<file path="src/rtl/cdma_frame_encoder_pkg.sv">
// Shared constants and types for the CDMA crossbar encoder and decoder slices.
package AggrCDMAPkg;

  localparam int DATA_WIDTH      = 8;
  localparam int LOG_CODE_WIDTH  = 2;
  localparam int CDMA_CODE_WIDTH = 1 << LOG_CODE_WIDTH;
  localparam int COUNTER_WIDTH   = LOG_CODE_WIDTH;
  localparam int CHANNEL_WIDTH   = DATA_WIDTH + LOG_CODE_WIDTH;
  localparam int NUM_CODES       = 4;

  // Orthogonal Walsh codes; bit k of a code is the chip used at counter==k.
  localparam logic [CDMA_CODE_WIDTH-1:0] CDMA_CODES [NUM_CODES] = '{
    4'b0000,
    4'b1010,
    4'b1100,
    4'b0110
  };

  typedef enum logic {ENC_IDLE, ENC_RUN} enc_state_t;

endpackage

</file>
<file path="src/rtl/cdma_frame_encoder_spreader.sv">
// Combinational chip spreader: signed sum of every source word, each negated
// when its code bit for the current chip index is set.
module chip_spreader #(
  parameter int NUM_SRC        = 4,
  parameter int DATA_WIDTH     = 8,
  parameter int LOG_CODE_WIDTH = 2
) (
  input  logic [NUM_SRC*DATA_WIDTH-1:0]            data,
  input  logic [LOG_CODE_WIDTH-1:0]                chip,
  input  logic [NUM_SRC*(1<<LOG_CODE_WIDTH)-1:0]   codes,
  output logic [DATA_WIDTH+LOG_CODE_WIDTH-1:0]     sum
);

  localparam int CODE_WIDTH = 1 << LOG_CODE_WIDTH;
  localparam int SUM_WIDTH  = DATA_WIDTH + LOG_CODE_WIDTH;

  logic signed [SUM_WIDTH-1:0] signed_term [NUM_SRC];
  logic signed [SUM_WIDTH-1:0] acc;

  // Per-source term: sign-extend first so that negating the most negative word is exact.
  for (genvar g = 0; g < NUM_SRC; g++) begin : g_src
    logic [DATA_WIDTH-1:0]       word;
    logic [CODE_WIDTH-1:0]       code_word;
    logic signed [SUM_WIDTH-1:0] term;

    assign word      = data[g*DATA_WIDTH +: DATA_WIDTH];
    assign code_word = codes[g*CODE_WIDTH +: CODE_WIDTH];
    assign term      = {{LOG_CODE_WIDTH{word[DATA_WIDTH-1]}}, word};
    assign signed_term[g] = code_word[chip] ? -term : term;
  end

  // Accumulate all spread terms; the extra LOG_CODE_WIDTH bits absorb the growth.
  always_comb begin
    acc = '0;
    for (int i = 0; i < NUM_SRC; i++) begin
      acc = acc + signed_term[i];
    end
  end

  assign sum = acc;

endmodule

</file>
<file path="src/rtl/cdma_frame_encoder.sv">
// CDMA frame encoder: latches one word per source at each frame boundary,
// drives the spread channel sum and the chip timing used by the decoders.
module cdma_frame_encoder
  import AggrCDMAPkg::*;
#(
  parameter int NUM_SRC        = 4,
  parameter int DATA_WIDTH     = AggrCDMAPkg::DATA_WIDTH,
  parameter int LOG_CODE_WIDTH = AggrCDMAPkg::LOG_CODE_WIDTH
) (
  input  logic                                clk,
  input  logic                                rst,
  input  logic                                enable,
  input  logic [NUM_SRC-1:0]                  in_valid,
  input  logic [NUM_SRC*DATA_WIDTH-1:0]       in_data,
  output logic [NUM_SRC-1:0]                  in_ready,
  output logic [LOG_CODE_WIDTH-1:0]           counter,
  output logic                                rotate_code,
  output logic [DATA_WIDTH+LOG_CODE_WIDTH-1:0] channel,
  output logic                                result_valid,
  output logic [NUM_SRC-1:0]                  result_mask
);

  localparam int CODE_WIDTH = 1 << LOG_CODE_WIDTH;
  localparam int CHAN_WIDTH = DATA_WIDTH + LOG_CODE_WIDTH;
  localparam logic [LOG_CODE_WIDTH-1:0] LAST_CHIP = '1;

  // Elaboration guards: every source needs its own code of the right length.
  if (NUM_SRC > $size(CDMA_CODES)) begin : g_num_src_check
    $error("cdma_frame_encoder: NUM_SRC exceeds the number of CDMA codes");
  end
  if (CODE_WIDTH != CDMA_CODE_WIDTH) begin : g_code_width_check
    $error("cdma_frame_encoder: LOG_CODE_WIDTH does not match the code table");
  end

  enc_state_t                       state;
  enc_state_t                       next_state;
  logic [LOG_CODE_WIDTH-1:0]        next_counter;
  logic [NUM_SRC*DATA_WIDTH-1:0]    data_q;
  logic [NUM_SRC*DATA_WIDTH-1:0]    next_data;
  logic [NUM_SRC*DATA_WIDTH-1:0]    latched_data;
  logic [NUM_SRC-1:0]               mask_q;
  logic [NUM_SRC-1:0]               next_mask;
  logic [NUM_SRC*CODE_WIDTH-1:0]    code_table;
  logic [CHAN_WIDTH-1:0]            spread_sum;
  logic                             accept;
  logic                             load;
  logic                             frame_end;

  // Absent sources are latched as zero so they add nothing to the channel.
  for (genvar g = 0; g < NUM_SRC; g++) begin : g_latch
    assign latched_data[g*DATA_WIDTH +: DATA_WIDTH] =
      in_valid[g] ? in_data[g*DATA_WIDTH +: DATA_WIDTH] : '0;
    assign code_table[g*CODE_WIDTH +: CODE_WIDTH] = CDMA_CODES[g];
  end

  // Sources are accepted only while idle or on the last chip of a frame.
  assign in_ready = {NUM_SRC{accept}};

  // Next-state, next-counter and next-data decisions for the frame sequencer.
  always_comb begin
    accept       = enable && ((state == ENC_IDLE) || (counter == LAST_CHIP));
    load         = accept && (|in_valid);
    frame_end    = (state == ENC_RUN) && (counter == LAST_CHIP);
    next_state   = state;
    next_counter = counter;
    next_data    = data_q;
    next_mask    = mask_q;
    if ((state == ENC_RUN) && (counter != LAST_CHIP)) begin
      next_counter = counter + 1'b1;
    end else if (load) begin
      next_state   = ENC_RUN;
      next_counter = '0;
      next_data    = latched_data;
      next_mask    = in_valid;
    end else begin
      next_state   = ENC_IDLE;
      next_counter = LAST_CHIP;
    end
  end

  chip_spreader #(
    .NUM_SRC        (NUM_SRC),
    .DATA_WIDTH     (DATA_WIDTH),
    .LOG_CODE_WIDTH (LOG_CODE_WIDTH)
  ) u_spreader (
    .data  (next_data),
    .chip  (next_counter),
    .codes (code_table),
    .sum   (spread_sum)
  );

  // Frame FSM with registered outputs; channel is spread from next values so it lines up with counter.
  always_ff @(posedge clk) begin
    if (rst) begin
      state        <= ENC_IDLE;
      counter      <= LAST_CHIP;
      channel      <= '0;
      rotate_code  <= 1'b0;
      result_valid <= 1'b0;
      result_mask  <= '0;
      data_q       <= '0;
      mask_q       <= '0;
    end else begin
      state        <= next_state;
      counter      <= next_counter;
      channel      <= (next_state == ENC_RUN) ? spread_sum : '0;
      rotate_code  <= (next_state == ENC_RUN) && (next_counter != LAST_CHIP);
      result_valid <= frame_end;
      if (frame_end) begin
        result_mask <= mask_q;
      end
      data_q       <= next_data;
      mask_q       <= next_mask;
    end
  end

endmodule
</file>
<file path="config.mk">
export PLATFORM = sky130hd
export DESIGN_NAME = cdma_frame_encoder
export DESIGN_NICKNAME = d
export VERILOG_FILES = /design/src/rtl/cdma_frame_encoder_pkg.sv /design/src/rtl/cdma_frame_encoder_spreader.sv /design/src/rtl/cdma_frame_encoder.sv
export SDC_FILE = /design/constraint.sdc
export NUM_CORES = 1
export LEC_CHECK = 0
export ABC_AREA = 1
export BUFFER_PORTS_ARGS = -buffer_cell sky130_fd_sc_hd__buf_4
export CORE_MARGIN = 3
export CORE_UTILIZATION = 35
export DETAILED_ROUTE_END_ITERATION = 16
export PLACE_DENSITY_LB_ADDON = 0.3
export SLEW_MARGIN = 5
export SYNTH_ARGS = -nofsm -noshare
export SYNTH_HDL_FRONTEND = slang
export SYNTH_HIERARCHICAL = 1
export SYNTH_SLANG_ARGS = --single-unit
</file>
<file path="constraint.sdc">
create_clock -name clk -period 6.61 [get_ports clk]
set_input_delay 1.322 -clock clk [delete_from_list [all_inputs] [get_ports clk]]
set_output_delay 1.322 -clock clk [all_outputs]
set_load 0.02 [all_outputs]
</file>
==> results of run 1 <==
## critical path, delay by kind of cell
| family | cells | cell delay, ns |
|---|---|---|
| AOI/OAI and AO/OA | 1 | 0.20 |
| xor gates and xnor gates | 1 | 0.17 |
| buffers and inverters | 6 | 0.46 |
| adders and majority gates | 3 | 1.53 |
| and+or+nand+nor | 16 | 2.14 |
## flip-flops by register name, summed over array words and instances (netlist names)
| signal | cells |
|---|---|
| data_q | 32 |
| rotate_code | 1 |
| channel | 10 |
| state | 1 |
| result_valid | 1 |
| result_mask | 4 |
| counter | 2 |
| mask_q | 4 |
## cells by family (layout without fill, tap and decap cells)
group / after synthesis / in the layout / share of synthesized area (%)
AO/OA/AOI/OAI: 71 / 71 / 8.93
XOR/XNOR: 29 / 29 / 6.02
adder cells (fa/ha/maj): 32 / 32 / 12.7
buffers and inverters: 113 / 157 / 12.8
flip-flops: 55 / 55 / 26.1
other: 2 / 16 / 0.178
AND/OR/NAND/NOR: 303 / 303 / 33.3
## final cells by class
cell class	count	area (um2)	share of cell area [%]
multi-input combinational	451	2630	54.2
clock inverter	3	22.5	0.464
inverter	88	338	6.96
clock buffer	5	125	2.58
timing repair buffer	61	458	9.44
sequential	55	1100	22.7
tap	143	179	3.69
## synthesized netlist by cell type (4+ instances only)
library cell  instances  area [um2]
a21oi_1              48         240
buf_4                11        82.6
buf_6                 4        45.0
clkbuf_1              4        15.0
dfxtp_1              55        1100
fa_1                 18         360
ha_1                 14         175
inv_1                83         312
inv_2                 4        15.0
nand2_1             170         638
nand2_2               8        50.1
nand3_1              18        90.1
nand3_2               5        50.1
nand3b_1             33         248
nor2_1               56         210
o21ai_0              16        80.1
xnor2_1               5        43.8
xor2_1               24         210
## per-stage QoR
stage / total power, mW / std cells / util, % / setup slack, ns
global placement: 1.36 / 798 / 40.5 / 0.867
floorplan: 1.18 / 619 / - / 1.51
finish: 1.64 / 806 / 41.8 / 0.946
CTS: 1.66 / 806 / 41.8 / 0.961
global route: 1.83 / 806 / 41.8 / 0.555
detailed placement: 1.38 / 798 / 40.5 / 0.661
## where the power goes
part           internal [mW]  leakage, nW  switching (mW)
Clock                  0.142       0.0742           0.125
Combinational          0.390         2.03           0.605
Sequential             0.364        0.450         0.00914
Total                  0.896         2.56           0.739
## layer usage
| layer | wire length [um] | GRT usage, % |
|---|---|---|
| met4 | 173 | 4.49 |
| met1 | 4300 | 18.3 |
| met5 | 0 | 0 |
| met2 | 4670 | 27.1 |
| met3 | 363 | 2.14 |
## how the worst max path moves through the flow
stage | start | endpoint | slack [ns]
2_1_floorplan | in_valid[1] | channel[9]$_SDFF_PP0_ | 1.51
3_3_place_gp | in_valid[1] | channel[9]$_SDFF_PP0_ | 0.87
3_5_place_dp | in_valid[1] | channel[9]$_SDFF_PP0_ | 0.66
4_1_cts | in_valid[1] | channel[9]$_SDFF_PP0_ | 0.96
5_1_grt | in_valid[1] | channel[9]$_SDFF_PP0_ | 0.56
6_report | in_valid[1] | channel[9]$_SDFF_PP0_ | 0.95
==> run summary, run 1 <==
Dividing the detail-routed wire length by the instance count gives 11.8 um. The floorplan step defined a die boundary enclosing 13400 um2. The slowest cell on the critical path is fa_1. The final-layout setup total negative slack came out at 0 ns. The commonest non-fill, non-tap cell in the layout is nand2_1. The final estimated routing congestion in global placement is 0.877, and the overall routing resource usage is 14.9%. Counting distinct cell types in the post-synthesis netlist gives 35.

For the cell area after synthesis, the log shows 4220 um2. The tools report the final-stage net count as 733. The maximum buffer depth of the clock tree is 2, and the final setup violation count is 0.

Data on the critical path is required at its endpoint by 6.78 ns. TritonCTS created 5 clock buffers. Relative to the synthesized area, the layout overhead comes to 15.0%.

The logs give 0.0105 ns for the worst clock skew on the final layout and 151 for the count of routing violations after the opening detailed-route iteration. The proportion of register bits with asynchronous set or reset after synthesis is 0%, and the maximum clock frequency is 177 MHz. The number of global-route vias before repair was 3648; the max-capacitance violation count was 0.

The run gives 0 as the number of antenna violations at the first check in global routing. The path with the worst hold slack has its endpoint at mask_q[0]$_SDFFE_PP0P_. Of the cells placed in the final design, the portion with a size suffix greater than 1 is 14.5%.

In this run the post-CTS setup repair buffer count came out at 0. Setup repair after global routing left no endpoint under its margin. The tools report the global-route wire length before repair as 16200 um.

The worst register-to-register path ends at channel[9]$_SDFF_PP0_. TritonCTS built the clock tree. Across all layers, the routed design uses 3724 vias. The routed design has 9510 um of wire. The worst-case IR drop observed on VDD is 157 uV. The logs give 26.1% for the fraction of the yosys area taken by sequential cells and 6 for the number of warnings issued by yosys. The worst hold path was traced through 2 stages.

The quantity of I/O buffers inserted on ports was 60; the power density over the cells was 337 nW/um2. In this run the register-to-register setup slack is 1.74 ns. The clock reaches the later pin of the worst-skew pair after 0.29 ns. The tightest hold path in the finished design has a slack of 0.465 ns. Start point of the worst min-delay path: mask_q[0]$_SDFFE_PP0P_. The run finished with clean final reports. Top fanout value on the critical path: 37. In this run the remaining antenna-violating nets after routing total 0. After global routing the overflow that remains totals 0. For this run, the leading register cell type out of synthesis is dfxtp_1.

After technology mapping, the gate count stands at 605. The path category of the worst min-delay check was reg -> reg. Data arrives at the worst endpoint at 5.83 ns. Once placement finished, the instance area stood at 4700 um2.

For the finished layout, the period the worst path requires is 5.66 ns. The tools report the number of max-slew violations in the final report as 0. The startpoint identified for the worst register-to-register timing path is counter[0]$_SDFF_PP1_.

A synthesized cell averages 6.97 um2. After detailed routing, the number of remaining DRC violations is 0. The clock drives 55 sinks.

Once the floorplan was initialized, standard cells occupied 36.3% of the core. The hold violation total from the final report was 0. The number of top-level design ports came out at 61. The final antenna diode count came out at 0. The width of the die was 116 um; the quantity of hold-fixing buffers added after cts was 0. Measured along the y axis, the die boundary spans 116 um. The share of the clock period used by the worst path after layout was 85.7%. The tools report the clock root buffer as clkbuf_16. In this design, the stage delay of the slowest critical-path cell is 0.56 ns.

The top cell types in the final layout, fill and taps aside, are 170 x nand2_1, 83 x inv_1, 61 x buf_4. The first TritonRoute pass finished after 6 iterations. Once layout is done, the placed cells without fillers occupy 4850 um2.

The core region is 11600 um2. For the half-perimeter wire length after placement, the log shows 7890 um. Register clock-pin slew on the reported worst setup and hold paths: 0.08 ns. Row generation in the floorplan step produced 39 rows.

Gates resized during post-CTS repair numbered 0. Fill cells in the final layout number 1218. The H-tree was split into 2 levels. The maximum number of pins on one net before global-route repair came out at 41. The category of the critical setup timing path was in -> reg. The synthesized design contains 0 enable-type register cells. The depth of the most critical reg-to-reg path is 28, and the flip-flop and latch count after synthesis is 55. The critical path startpoint category was an input port. For this design the static power due to leakage is 2.56 nW.

After detailed routing, the number of vias per cell comes to 4.62. The worst setup path is captured at a flop.
No activity file was read; power rests on OpenSTA's default activity.
==> inputs of run 2 (changes only) <==
--- a/config.mk
+++ b/config.mk
@@ -7,10 +7,12 @@
 export LEC_CHECK = 0
 export ABC_AREA = 1
 export BUFFER_PORTS_ARGS = -buffer_cell sky130_fd_sc_hd__buf_4
+export CORE_ASPECT_RATIO = 0.75
 export CORE_MARGIN = 3
 export CORE_UTILIZATION = 35
+export CTS_BUF_LIST = sky130_fd_sc_hd__clkbuf_8
 export DETAILED_ROUTE_END_ITERATION = 16
-export PLACE_DENSITY_LB_ADDON = 0.3
+export PLACE_DENSITY = 0.62
 export SLEW_MARGIN = 5
 export SYNTH_ARGS = -nofsm -noshare
 export SYNTH_HDL_FRONTEND = slang
==> run 2 against run 1 <==
Effect of this change:
- hold slack improved by 0.0068 ns
- sequential power about the same
- routed wire length increased by 5.2%
- worst setup slack improved by 0.39 ns
- via count increased by 0.70%
==> run summary, run 2 (synthesis gave the netlist of run 1 again) <==
The stage delay of the slowest cell on the critical path was 0.57 ns (about the same); the power share of the sequential group was 23.7% (+0.9 points). The maximum clock frequency came out at 189 MHz (+7.3%). The cell sitting at the root of the clock tree is a clkbuf_8. The proportion of total power due to net switching came out at 47.2% (+2.0 points).

The overall routing resource usage was 15.4% (+0.51 points); the number of sinks handled by clock tree synthesis was 55 (unchanged). The worst hold path terminates at mask_q[3]$_SDFFE_PP0P_. The final worst setup slack is 1.33 ns (+0.386 ns). The initial standard-cell utilization of the core is 36.1% (-0.26 points), and the post-detailed-route via-to-cell ratio is 4.53 (-1.9%).

Number of top-level design ports: 61 (unchanged). The startpoint identified for the worst hold timing path is mask_q[3]$_SDFFE_PP0P_. The critical path startpoint category is an input port. Flip-flop count of the largest register, all copies and words added: 32 (unchanged).

The register-to-register path setup slack was 1.82 ns (+0.08 ns). The top fanout value on the critical path came out at 40 (+8.1%). Setup repair after global routing left no endpoint under its margin. The commonest non-fill, non-tap cell in the layout is nand2_1.

The tools report the cell area after placement as 4740 um2 (+0.82%). In the final layout, the registers with the most flip-flops are data_q x32, channel x10. The final antenna diode count is 0 (unchanged).

The quantity of gates resized following cts is 0 (unchanged), and the count of routing violations after the opening detailed-route iteration is 209 (+38%). Combined area of the multi-input logic cells: 2630 um2 (unchanged). In the layout the commonest cells are 170 x nand2_1, 83 x inv_1, 63 x buf_4. The power density over the cells came out at 326 nW/um2 (-3.2%). The tools report the deepest level of the CTS H-tree as 2 (unchanged).

The worst register-to-register path ends at channel[9]$_SDFF_PP0_. The min-delay analysis places its worst path in the category reg -> reg. The worst slack at placement was 1.02 ns (+0.359 ns). The logs give 0 (unchanged) for the total global routing overflow and 0 (unchanged) for the hold violation total from the final report. The remaining design rule violation count is 0 (unchanged), and the max-capacitance violation count is 0 (unchanged).

The count of non-filler cells in the finished layout is 827 (+2.6%). The critical path is of the in -> reg type. The cell leakage power is 2.54 nW (-0.66%). The final-stage net count was 735 (+0.27%); the number of cells after detailed placement was 819 (+2.6%). Counting flops per register, the top entry is data_q. The slowest stage of the critical path belongs to the cell fa_1.

TritonCTS built the clock tree. The number of standard-cell rows in the floorplan is 34 (-13%), and the arrival time at the worst endpoint is 5.52 ns (-0.31 ns). The logs give 8360 um (+5.9%) for the half-perimeter wire length after placement and 13400 um2 (+0.11%) for the area of the die. The number of antenna violations at the first check in global routing was 0 (unchanged); the first-pass iteration count of the detailed router was 5 (-1). The share of layout cells above drive strength 1 was 14.7% (+0.26 points).

For the combinational power share, the log shows 64.4% (+3.5 points). The run finished with clean final reports. Width of the die: 133 um (+15%). The global-route wire length before repair is 17000 um (+4.7%), and the number of max-slew violations in the final report is 0 (unchanged). The post-CTS setup-driven buffer insertion count was 0 (unchanged). The vertical extent of the die came out at 101 um (-13%).

The number of filler cells placed in the layout is 1271 (+4.4%), and the worst clock skew on the final layout is 0.00949 ns (-0.00106 ns). Final estimated routing congestion in global placement: 0.956 (+9.0%). For the maximum number of pins on one net before global-route repair, the log shows 41 (unchanged). For the number of nets with antenna violations after routing, the log shows 0 (unchanged). The quantity of hold-fixing buffers added after cts is 0 (unchanged), and the worst slack on hold paths is 0.472 ns (+0.00680 ns). The final routed wire length divided by cell count was 12.1 um (+2.5%). The critical path required time came out at 6.85 ns (+0.07 ns).

The logs give 3750 (+0.70%) for the via count and 5 (unchanged) for the number of buffers created by CTS. The run gives 0 ns (unchanged) as the final-layout setup total negative slack. The quantity of I/O buffers inserted on ports came out at 60 (unchanged). The placeable core area is 11700 um2 (+0.73%). Depth of the most critical reg-to-reg path: 25 (-11%). The final setup violation count was 0 (unchanged); the internal power of the cells was 0.832 mW (-7.2%). The net switching power figure was 0.745 mW (+0.76%); the part of the power in the clock network was 11.9% (-4.4 points). The area growth from synthesis to final layout came out at 14.5%. The total wire length after detailed routing was 10000 um (+5.2%). The post-layout minimum cycle time works out to 5.28 ns (-0.386 ns). The share of the clock period used by the worst path after layout works out to 79.9% (-5.8 points).

Area of all sequential standard cells: 1100 um2 (unchanged). The worst setup path is captured at a flop. The tools report the clock latency of the later-clocked register in the worst-skew pair as 0.31 ns (+0.02 ns). The maximum buffer depth of the clock tree was 2 (unchanged). The tools report the worst-case vdd ir drop as 160 uV (+1.9%). The register clock-pin slew on the reported worst setup and hold paths was 0.10 ns (+0.02 ns); the final cell area excluding filler cells was 4830 um2 (-0.44%).

The number of stages on the worst hold path is 2 (unchanged). The worst register-to-register path begins at counter[0]$_SDFF_PP1_. The cell type with the highest occurrence count on the critical path is inv_1.

The number of global-route vias before repair is 3729 (+2.2%).
-- run 2: cell types whose count changed in the layout (fill, tap and decap cells not counted) --
| cell | before | now |
|---|---|---|
| clkinv_4 | 1 | 0 |
| clkbuf_8 | 0 | 5 |
| clkbuf_16 | 5 | 0 |
| clkinv_2 | 1 | 2 |
| buf_4 | 61 | 63 |
-- run 2: through the flow --
| stage | power [mW] | utilization, % |
|---|---|---|
| after floorplan | 1.18 | - |
| after detailed placement | 1.40 | 40.5 |
| final | 1.58 | 41.3 |
| after CTS | 1.59 | 41.3 |
| after global routing | 1.78 | 41.3 |
| after global placement | 1.38 | 40.5 |
-- run 2: how the worst max path moves through the flow --
| stage | from | endpoint | slack (ns) | depth (start not counted) |
|---|---|---|---|---|
| final | enable | channel[9]$_SDFF_PP0_ | 1.33 | 25 |
| after global routing | in_valid[3] | channel[9]$_SDFF_PP0_ | 0.94 | 28 |
| after CTS | enable | channel[9]$_SDFF_PP0_ | 1.36 | 25 |
| after detailed placement | in_valid[1] | channel[9]$_SDFF_PP0_ | 1.02 | 26 |
| after global placement | enable | channel[9]$_SDFF_PP0_ | 1.09 | 28 |
| after floorplan | in_valid[1] | channel[9]$_SDFF_PP0_ | 1.51 | 29 |
-- run 2: power by group through the flow --
stage / clock network (mW) / logic [mW] / registers (mW)
2_1_floorplan: 0 / 0.771 / 0.405
3_3_place_gp: 0 / 0.997 / 0.381
3_5_place_dp: 0 / 1.01 / 0.381
4_1_cts: 0.198 / 1.02 / 0.374
5_1_grt: 0.208 / 1.19 / 0.376
6_report: 0.188 / 1.02 / 0.373
-- run 2: worst max-delay path: cells and delay by family --
kind | cells | cell delay, ns
buf+inv | 8 | 0.79
compound gates | 3 | 0.49
simple gates | 9 | 0.88
fa+ha+maj | 5 | 2.01
-- run 2: metal layers --
metal,wire [um],track usage [%],up-vias
met5,0,0,-
met4,44,2.64,0
met3,559,3.09,4
met2,4390,25.5,74
met1,5000,21.3,1711
li1,-,-,1961
-- run 2: cell type report --
class / count / area share, %
Tap cell: 162 / 4.20
Multi-Input combinational cell: 451 / 54.4
Sequential cell: 55 / 22.8
Timing Repair Buffer: 63 / 9.79
Inverter: 88 / 6.99
Clock inverter: 3 / 0.389
Clock buffer: 5 / 1.42
